`src/rtl/vst_serializer.sv`:
```
// Vector store serializer: captures one LANES x LANE_W vector and writes it
// lane by lane to consecutive memory addresses with a ready/valid handshake.
module vst_serializer #(
    parameter int LANES  = 16,
    parameter int LANE_W = 16,
    parameter int ADDR_W = 16
) (
    input  logic                      clk,
    input  logic                      rst,
    input  logic                      start,
    input  logic [LANES*LANE_W-1:0]   vec,
    input  logic [ADDR_W-1:0]         base_addr,
    output logic                      busy,
    output logic                      done,
    output logic                      mem_we,
    output logic [ADDR_W-1:0]         mem_addr,
    output logic [LANE_W-1:0]         mem_wdata,
    input  logic                      mem_ready
);

    localparam int CNT_W = $clog2(LANES);
    localparam logic [CNT_W-1:0] LAST_LANE = CNT_W'(LANES - 1);

    typedef enum logic [1:0] {
        IDLE  = 2'd0,
        WRITE = 2'd1,
        DONE  = 2'd2
    } state_t;

    state_t                    state_q, state_d;
    logic [LANES*LANE_W-1:0]   vec_q, vec_d;
    logic [ADDR_W-1:0]         base_q, base_d;
    logic [CNT_W-1:0]          lane_q, lane_d;

    always_ff @(posedge clk or posedge rst) begin
        if (rst) begin
            state_q <= IDLE;
            vec_q   <= '0;
            base_q  <= '0;
            lane_q  <= '0;
        end else begin
            state_q <= state_d;
            vec_q   <= vec_d;
            base_q  <= base_d;
            lane_q  <= lane_d;
        end
    end

    // Outputs decode only registered state, so mem_ready/start never reach them.
    always_comb begin
        state_d   = state_q;
        vec_d     = vec_q;
        base_d    = base_q;
        lane_d    = lane_q;
        busy      = 1'b0;
        done      = 1'b0;
        mem_we    = 1'b0;
        mem_addr  = '0;
        mem_wdata = '0;

        unique case (state_q)
            IDLE: begin
                if (start) begin
                    vec_d   = vec;
                    base_d  = base_addr;
                    lane_d  = '0;
                    state_d = WRITE;
                end
            end
            WRITE: begin
                busy      = 1'b1;
                mem_we    = 1'b1;
                mem_addr  = base_q + ADDR_W'(lane_q);
                mem_wdata = vec_q[lane_q*LANE_W +: LANE_W];
                if (mem_ready) begin
                    if (lane_q == LAST_LANE) begin
                        state_d = DONE;
                    end else begin
                        lane_d = lane_q + 1'b1;
                    end
                end
            end
            DONE: begin
                busy    = 1'b1;
                done    = 1'b1;
                state_d = IDLE;
            end
            default: state_d = IDLE;
        endcase
    end

endmodule
```
`config.mk`:
```
export PLATFORM = sky130hd
export DESIGN_NAME = vst_serializer
export DESIGN_NICKNAME = d
export VERILOG_FILES = /design/src/rtl/vst_serializer.sv
export SDC_FILE = /design/constraint.sdc
export NUM_CORES = 1
export LEC_CHECK = 0
export CAP_MARGIN = 20
export CORE_ASPECT_RATIO = 2
export CORE_UTILIZATION = 54
export DETAILED_ROUTE_END_ITERATION = 8
export PLACE_DENSITY = 0.86
export SKIP_CTS_REPAIR_TIMING = 1
export SYNTH_ARGS = -nofsm -noshare
export SYNTH_HDL_FRONTEND = slang
export SYNTH_SLANG_ARGS = --single-unit
export TNS_END_PERCENT = 5
```
`constraint.sdc`:
```
create_clock -name clk -period 16.3 [get_ports clk]
set_input_delay 1.63 -clock clk [delete_from_list [all_inputs] [get_ports clk]]
set_output_delay 1.63 -clock clk [all_outputs]
set_load 0.05 [all_outputs]
```
==> results of run 1 <==
==> final cells by class <==
type | instances | area, um2
diodes | 20 | 50.05
clock buffers | 35 | 745.7
clock inverters | 12 | 117.6
fillers | 1553 | 6251
inverters | 11 | 51.30
multi-input cells | 516 | 5662
flip-flops and latches | 278 | 6962
well taps | 283 | 354.1
repair buffers | 321 | 3233
==> per-stage QoR <==
step	power [mW]	utilization, %	std cells	hold WS (ns)	cell area, um2
after floorplan	2.225	-	861	0.4719	12960
after CTS	3.268	72.80	1453	0.5004	17060
after global routing	3.412	73.32	1476	0.5060	17180
after global placement	2.585	69.12	1406	0.4802	16190
after detailed placement	2.644	69.12	1406	0.4864	16190
final	3.250	73.32	1476	0.4977	17180
==> logic make-up (layout without fill, tap and decap cells) <==
group,Yosys count,in the layout,synth area share [%]
flip-flops,278,278,53.66
other,0,20,0
buffers and inverters,67,379,2.731
AND/OR/NAND/NOR,68,68,2.567
multiplexers,381,381,36.98
adder cells (fa/ha/maj),9,9,0.9265
AO/OA/AOI/OAI,58,58,3.136
==> final timing paths <==
path	from	to	slack (ns)
min in group asynchronous	rst	base_q[5]	1.44
max in group asynchronous	rst	vec_q[139]	12.66
min	vec_q[1]	vec_q[1]	0.50
max reg2reg	state_q[1]	vec_q[86]	12.90
min reg2reg	vec_q[1]	vec_q[1]	0.50
max	lane_q[0]	mem_wdata[3]	10.67
==> report_power, final <==
part | switching (mW) | internal (mW) | total, mW
Sequential | 0.218 | 1.04 | 1.26
Clock | 0.262 | 0.352 | 0.615
Combinational | 0.629 | 0.744 | 1.37
Total | 1.11 | 2.14 | 3.25
==> metal layers <==
| metal | part of all wire, % | vias up |
|---|---|---|
| li1 | - | 3796 |
| met1 | 33 | 4285 |
| met2 | 54 | 308 |
| met3 | 5.5 | 108 |
| met4 | 8.4 | 0 |
| met5 | 0 | - |
==> sequential cells by signal (all words and copies together) (netlist names) <==
register and count:
base_q 16, lane_q 4, state_q 2, vec_q 256
==> cells in the final DEF (no fill, tap or decap), types with 2 or more instances in the layout <==
master	instances
nor2_1	18
nand2b_1	12
dfrtp_1	276
o22ai_1	17
ha_1	8
mux4_2	48
and3_1	2
diode_2	20
a21oi_1	5
clkinvlp_4	3
a21boi_0	2
inv_1	7
o21ai_0	6
o21ai_1	2
o32ai_1	16
clkinv_2	7
mux2i_1	29
and4_1	2
clkbuf_16	27
a211oi_1	3
buf_4	8
bufinv_16	2
nor2b_1	2
inv_2	2
o221ai_1	2
clkbuf_1	4
mux2_1	14
mux2_2	290
clkdlybuf4s50_1	310
nand3_1	4
clkbuf_8	4
nand2_1	17
nand4_1	4
buf_16	2
nor3_1	3
==> qor.csv, run 1 <==
stage;metric;value;unit
timing;drv_slew;0;
critical_path;arrival;4.00;ns
pwr;power_density;189.2;nW/um2
die;die_w;111.6;um
logic_synthesis;ys_warn_count;0;
grt;grtUsageMet2;52.48;%
flow_run;cap_violations;0;
timing;fin_ws;10.67;ns
grt;antenna_found_initial;20;
grt;grt_pass1_vias;9530;
logic_synthesis;synth_common_cells;mux2_2, dfrtp_1, mux4_2;
cts;cts_buffer_depth;3;
hold_path;whs_path_depth;1;
logic_synthesis;synthArstFlopShare;100.0;%
route;routed_wl;35300;um
timing;setup_viol;0;
timing;fmax;177.5;MHz
critical_path;cp-end-kind;output pin;
outcome;outcome;complete, but fails checks;
cts;insertion_delay;0.54;ns
timing;rsz0062_at_grt;no;
grt;grt_pass1_wl;54050;um
critical_path;critical_path.top_delay_family;buffers and inverters;
route;ant_nets;0;
outcome;violations;design-rule violations;
final_layout;drive_gt1_share;34.10;%
logic_synthesis;avgSynthCellArea;15.06;um2
timing;worst_pin_slew;1.108;ns
die;io_pins;311;
route;drc;17;
route;vias;8497;
logic_synthesis;ys.flop_type;dfrtp_1;
placement;routabilityCongestion;0.8435;
route;wl_per_cell;23.91;um
logic_synthesis;ys_seq_area_share;53.66;%
logic_synthesis;synth.most_common_cell;mux2_2;
cts;cts_root_buffer;clkbuf_16;
logic_synthesis;yosysTopAreaCell;dfrtp_1;
pwr;irDropWorstVdd;117.5;uV
placement;port_buffers;310;
timing;setup-tns-final;0;ns
die;core;23430;um2
grt;grt.overflow.total;0;
final_layout;final_nets;1439;
cts;numCtsBuffers;26;
critical_path;worst-path-stages;5;
logic_synthesis;syn-num-nets;1146;
die;start_util;55.34;%
timing;finalCritPeriodShare;34.57;%
route;drt_iter0_drc;583;
placement;dp_slack;11.06;ns
die;rows;79;
critical_path;required;14.67;ns
timing;fin_crit;5.635;ns
cts;clk_pin_slew_worst_paths;0.06;ns
route;viasPerCell;5.757;
hold_path;worstHoldPathType;flop to flop;
logic_synthesis;syn_area;12960;um2
grt;grt_max_degree;150;
cts;cts_tree;built;
critical_path;slowest_delay;0.82;ns
critical_path;critPathMaxFanout;49;
timing;clock_skew;0.008058;ns
grt;use_met3;4.273;%
logic_synthesis;synth_top_area_share;53.66;%
logic_synthesis;synth_seq_cells;278;
final_layout;area_delta_synth_final;32.47;%
placement;dp_hpwl;25940;um
timing;hold_viol;0;
logic_synthesis;synth_cells;861;
cts;cts_max_level;1;
critical_path;worst-setup-path-type;flop to output pin;
pwr;leakagePower;7.022;nW
grt;use_met1;30.42;%
route;dr.pass1.iters;7;
logic_synthesis;synth.area.top_cells;dfrtp_1, mux2_2, mux4_2;
grt;busiest_layer;met2;
logic_synthesis;synth_edf_count;0;
timing;relSlewSlack;26.11;%
critical_path;critPathLaunchType;flop;
logic_synthesis;synth_cell_types;40;
critical_path;worst-path-buf-inv;2;
grt;track_usage;29.33;%
cts;clock_sinks;278;
critical_path;crit_chain;buf_4 > mux4_2 > mux2i_1 > o32ai_1 > clkdlybuf4s50_1;
die;die_area;24670;um2
die;die_height;221.1;um
critical_path;r2r.worst_path.cells;6;
critical_path;slowest_stage;dfrtp_4;
No activity file was read; power rests on OpenSTA's default activity.
==> run 2: changes to the inputs <==
--- a/config.mk
+++ b/config.mk
@@ -7,9 +7,9 @@
 export LEC_CHECK = 0
 export CAP_MARGIN = 20
 export CORE_ASPECT_RATIO = 2
-export CORE_UTILIZATION = 54
+export CORE_UTILIZATION = 45
 export DETAILED_ROUTE_END_ITERATION = 8
-export PLACE_DENSITY = 0.86
+export PLACE_DENSITY = 0.76
 export SKIP_CTS_REPAIR_TIMING = 1
 export SYNTH_ARGS = -nofsm -noshare
 export SYNTH_HDL_FRONTEND = slang
==> constraint.sdc (replaced) <==
create_clock -name clk -period 4.95 [get_ports clk]
set_input_delay 0.495 -clock clk [delete_from_list [all_inputs] [get_ports clk]]
set_output_delay 0.495 -clock clk [all_outputs]
set_load 0.05 [all_outputs]
==> qor.csv, run 2 (synthesis gave the netlist of run 1 again) <==
stage;metric;value;unit;change
final_layout;nFillCells;2200;;was 1553
timing;hold_slack;0.3831;ns;was 0.4977 ns
timing;fmax;241.3;MHz;
pwr;pwr-share-clk;19.0;%;was 18.9%
critical_path;worst-path-buf-inv;2;;unchanged
route;drt_iter0_drc;364;;was 583
critical_path;crit_chain;ha_1 > inv_1 > fa_1 > nor2b_1 > o21ai_1 > a21oi_1 > mux2i_1 > clkdlybuf4s50_1;;was buf_4 > mux4_2 > mux2i_1 > o32ai_1 > clkdlybuf4s50_1
cts;clk_pin_slew_worst_paths;0.07;ns;was 0.06 ns
grt;grt_pass1_vias;9399;;was 9530
route;wl_per_cell;23.20;um;was 23.91 um
die;die_area;29530;um2;was 24670 um2
die;rows;87;;was 79
critical_path;critical_path.top_delay_family;buffers and inverters;;unchanged
cts;cts_root_buffer;clkbuf_16;;unchanged
grt;grt.overflow.total;0;;unchanged
critical_path;worst-path-stages;8;;was 5
hold_path;worstHoldPathType;primary input to async pin;;was flop to flop
cts;cts_buffer_depth;3;;unchanged
timing;relSlewSlack;41.91;%;was 26.11%
timing;setup-tns-final;0;ns;unchanged
critical_path;slowest_delay;0.84;ns;was 0.82 ns
final_layout;mostFrequentLayoutCells;clkdlybuf4s50_1, mux2_2, dfrtp_1;;unchanged
cts;numCtsBuffers;26;;unchanged
die;die_height;242.0;um;was 221.1 um
final_layout;area_delta_synth_final;33.13;%;was 32.47%
placement;routabilityCongestion;0.8453;;was 0.8435
critical_path;critPathMaxFanout;27;;was 49
pwr;irDropWorstVdd;334.7;uV;was 117.5 uV
grt;grt_pass1_wl;54300;um;was 54050 um
pwr;pwr-share-seq;38.3;%;was 38.9%
cts;cts_tree;built;;unchanged
final_layout;reg_top3;vec_q: 256 flops, base_q: 16 flops, lane_q: 4 flops;;unchanged
pwr;power_density;622.3;nW/um2;was 189.2 nW/um2
pwr;pwr-share-comb;42.7;%;was 42.2%
route;viasPerCell;5.505;;was 5.757
timing;finalCritPeriodShare;83.73;%;
die;die_w;122.0;um;was 111.6 um
route;dr.pass1.iters;4;;was 7
timing;fin_crit;4.144;ns;
pwr;power.internal;7.060;mW;was 2.141 mW
cts;clock_sinks;278;;unchanged
final_layout;seq_area;6963;um2;was 6962 um2
timing;hold_viol;0;;unchanged
pwr;p_sw_share;34.27;%;was 34.14%
timing;clock_skew;0.01233;ns;was 0.008058 ns
pwr;leakagePower;7.020;nW;was 7.022 nW
cts;cts_max_level;1;;unchanged
route;ant_nets;0;;unchanged
placement;dp.cells;1481;;was 1406
route;vias;8499;;was 8497
grt;antenna_found_initial;16;;was 20
grt;grt_max_degree;145;;was 150
route;routed_wl;35830;um;was 35300 um
timing;drv_slew;0;;unchanged
placement;dp_slack;1.352;ns;was 11.06 ns
final_layout;top_register;vec_q;;unchanged
critical_path;slowest_stage;clkdlybuf4s50_1;;was dfrtp_4
critical_path;arrival;3.65;ns;was 4.00 ns
flow_run;cap_violations;0;;unchanged
timing;fin_ws;0.8055;ns;was 10.67 ns
final_layout;final_common_cell;clkdlybuf4s50_1;;unchanged
route;drc;0;;was 17
final_layout;drive_gt1_share;34.10;%;unchanged
die;start_util;45.81;%;was 55.34%
critical_path;required;4.45;ns;was 14.67 ns
final_layout;multi_input_area;5662;um2;unchanged
die;core;28300;um2;was 23430 um2
timing;worst_pin_slew;0.8714;ns;was 1.108 ns
final_layout;largest_reg_flops;256;;unchanged
cts;insertion_delay;0.54;ns;about the same
placement;port_buffers;310;;unchanged
final_layout;instances_no_fill;1544;;was 1476
critical_path;worst-setup-path-type;flop to output pin;;unchanged
die;io_pins;311;;unchanged
grt;track_usage;24.85;%;was 29.33%
timing;rsz0062_at_grt;no;;unchanged
critical_path;cp-end-kind;output pin;;unchanged
critical_path;r2r.worst_path.cells;5;;was 6
final_layout;final_nets;1438;;was 1439
placement;dp_hpwl;26540;um;was 25940 um
critical_path;critPathLaunchType;flop;;unchanged
outcome;outcome;complete, no violations;;was complete, but fails checks
pwr;p_sw;3.680;mW;was 1.109 mW
timing;setup_viol;0;;unchanged
[run 2: cell count changes in the layout (fill, tap and decap cells not counted), sizes merged]
cell	previous run	this run
clkbuf	35	36
inv	11	10
buf	11	10
clkinv	7	8
diode	20	15
[run 2: stage by stage]
| step | cell area [um2] | total power [mW] | utilization (%) |
|---|---|---|---|
| floorplan | 12970 | 7.328 | - |
| global placement | 16360 | 8.613 | 57.80 |
| detailed placement | 16360 | 8.775 | 57.80 |
| CTS | 17220 | 10.84 | 60.85 |
| global route | 17260 | 11.32 | 60.98 |
| finish | 17260 | 10.74 | 60.99 |
[run 2: cell type report]
type,instances,share of cell area (%)
sequential,278,40.34
multi-input combinational,516,32.80
timing repair buffer,320,18.77
clock buffer,36,4.342
tap,356,2.581
clock inverter,12,0.6669
inverter,11,0.2755
antenna,15,0.2175
[run 2: path summary, 6_finish.rpt]
path                            start     endpoint  slack, ns
setup / recovery            lane_q[0]  mem_addr[6]       0.81
hold / removal                    rst    base_q[4]       0.38
setup reg to reg           state_q[1]    vec_q[13]       2.55
hold reg to reg              vec_q[3]     vec_q[3]       0.50
max in group asynchronous         rst   vec_q[198]       3.33
min in group clk             vec_q[3]     vec_q[3]       0.50
[run 2: worst register-to-register path, stage by stage, from the launching register on]
cell	delay (ns)
dfrtp_1	0.38
inv_1	0.07
ha_1	0.24
nand2_4	0.59
buf_4	0.56
mux2_2	0.43
[run 2: metal layers]
metal	wire (um)	GRT usage [%]	up-vias
met5	26	0	-
met4	2109	15.65	4
li1	-	-	3807
met2	19710	44.48	299
met3	2016	4.590	96
met1	11970	26.06	4293
[run 2: power groups by stage]
stage | logic, mW | clock network, mW | registers [mW]
detailed placement | 4.63 | 0 | 4.15
finish | 4.59 | 2.04 | 4.12
floorplan | 3.48 | 0 | 3.84
global route | 4.88 | 2.17 | 4.26
global placement | 4.53 | 0 | 4.08
CTS | 4.64 | 2.09 | 4.11
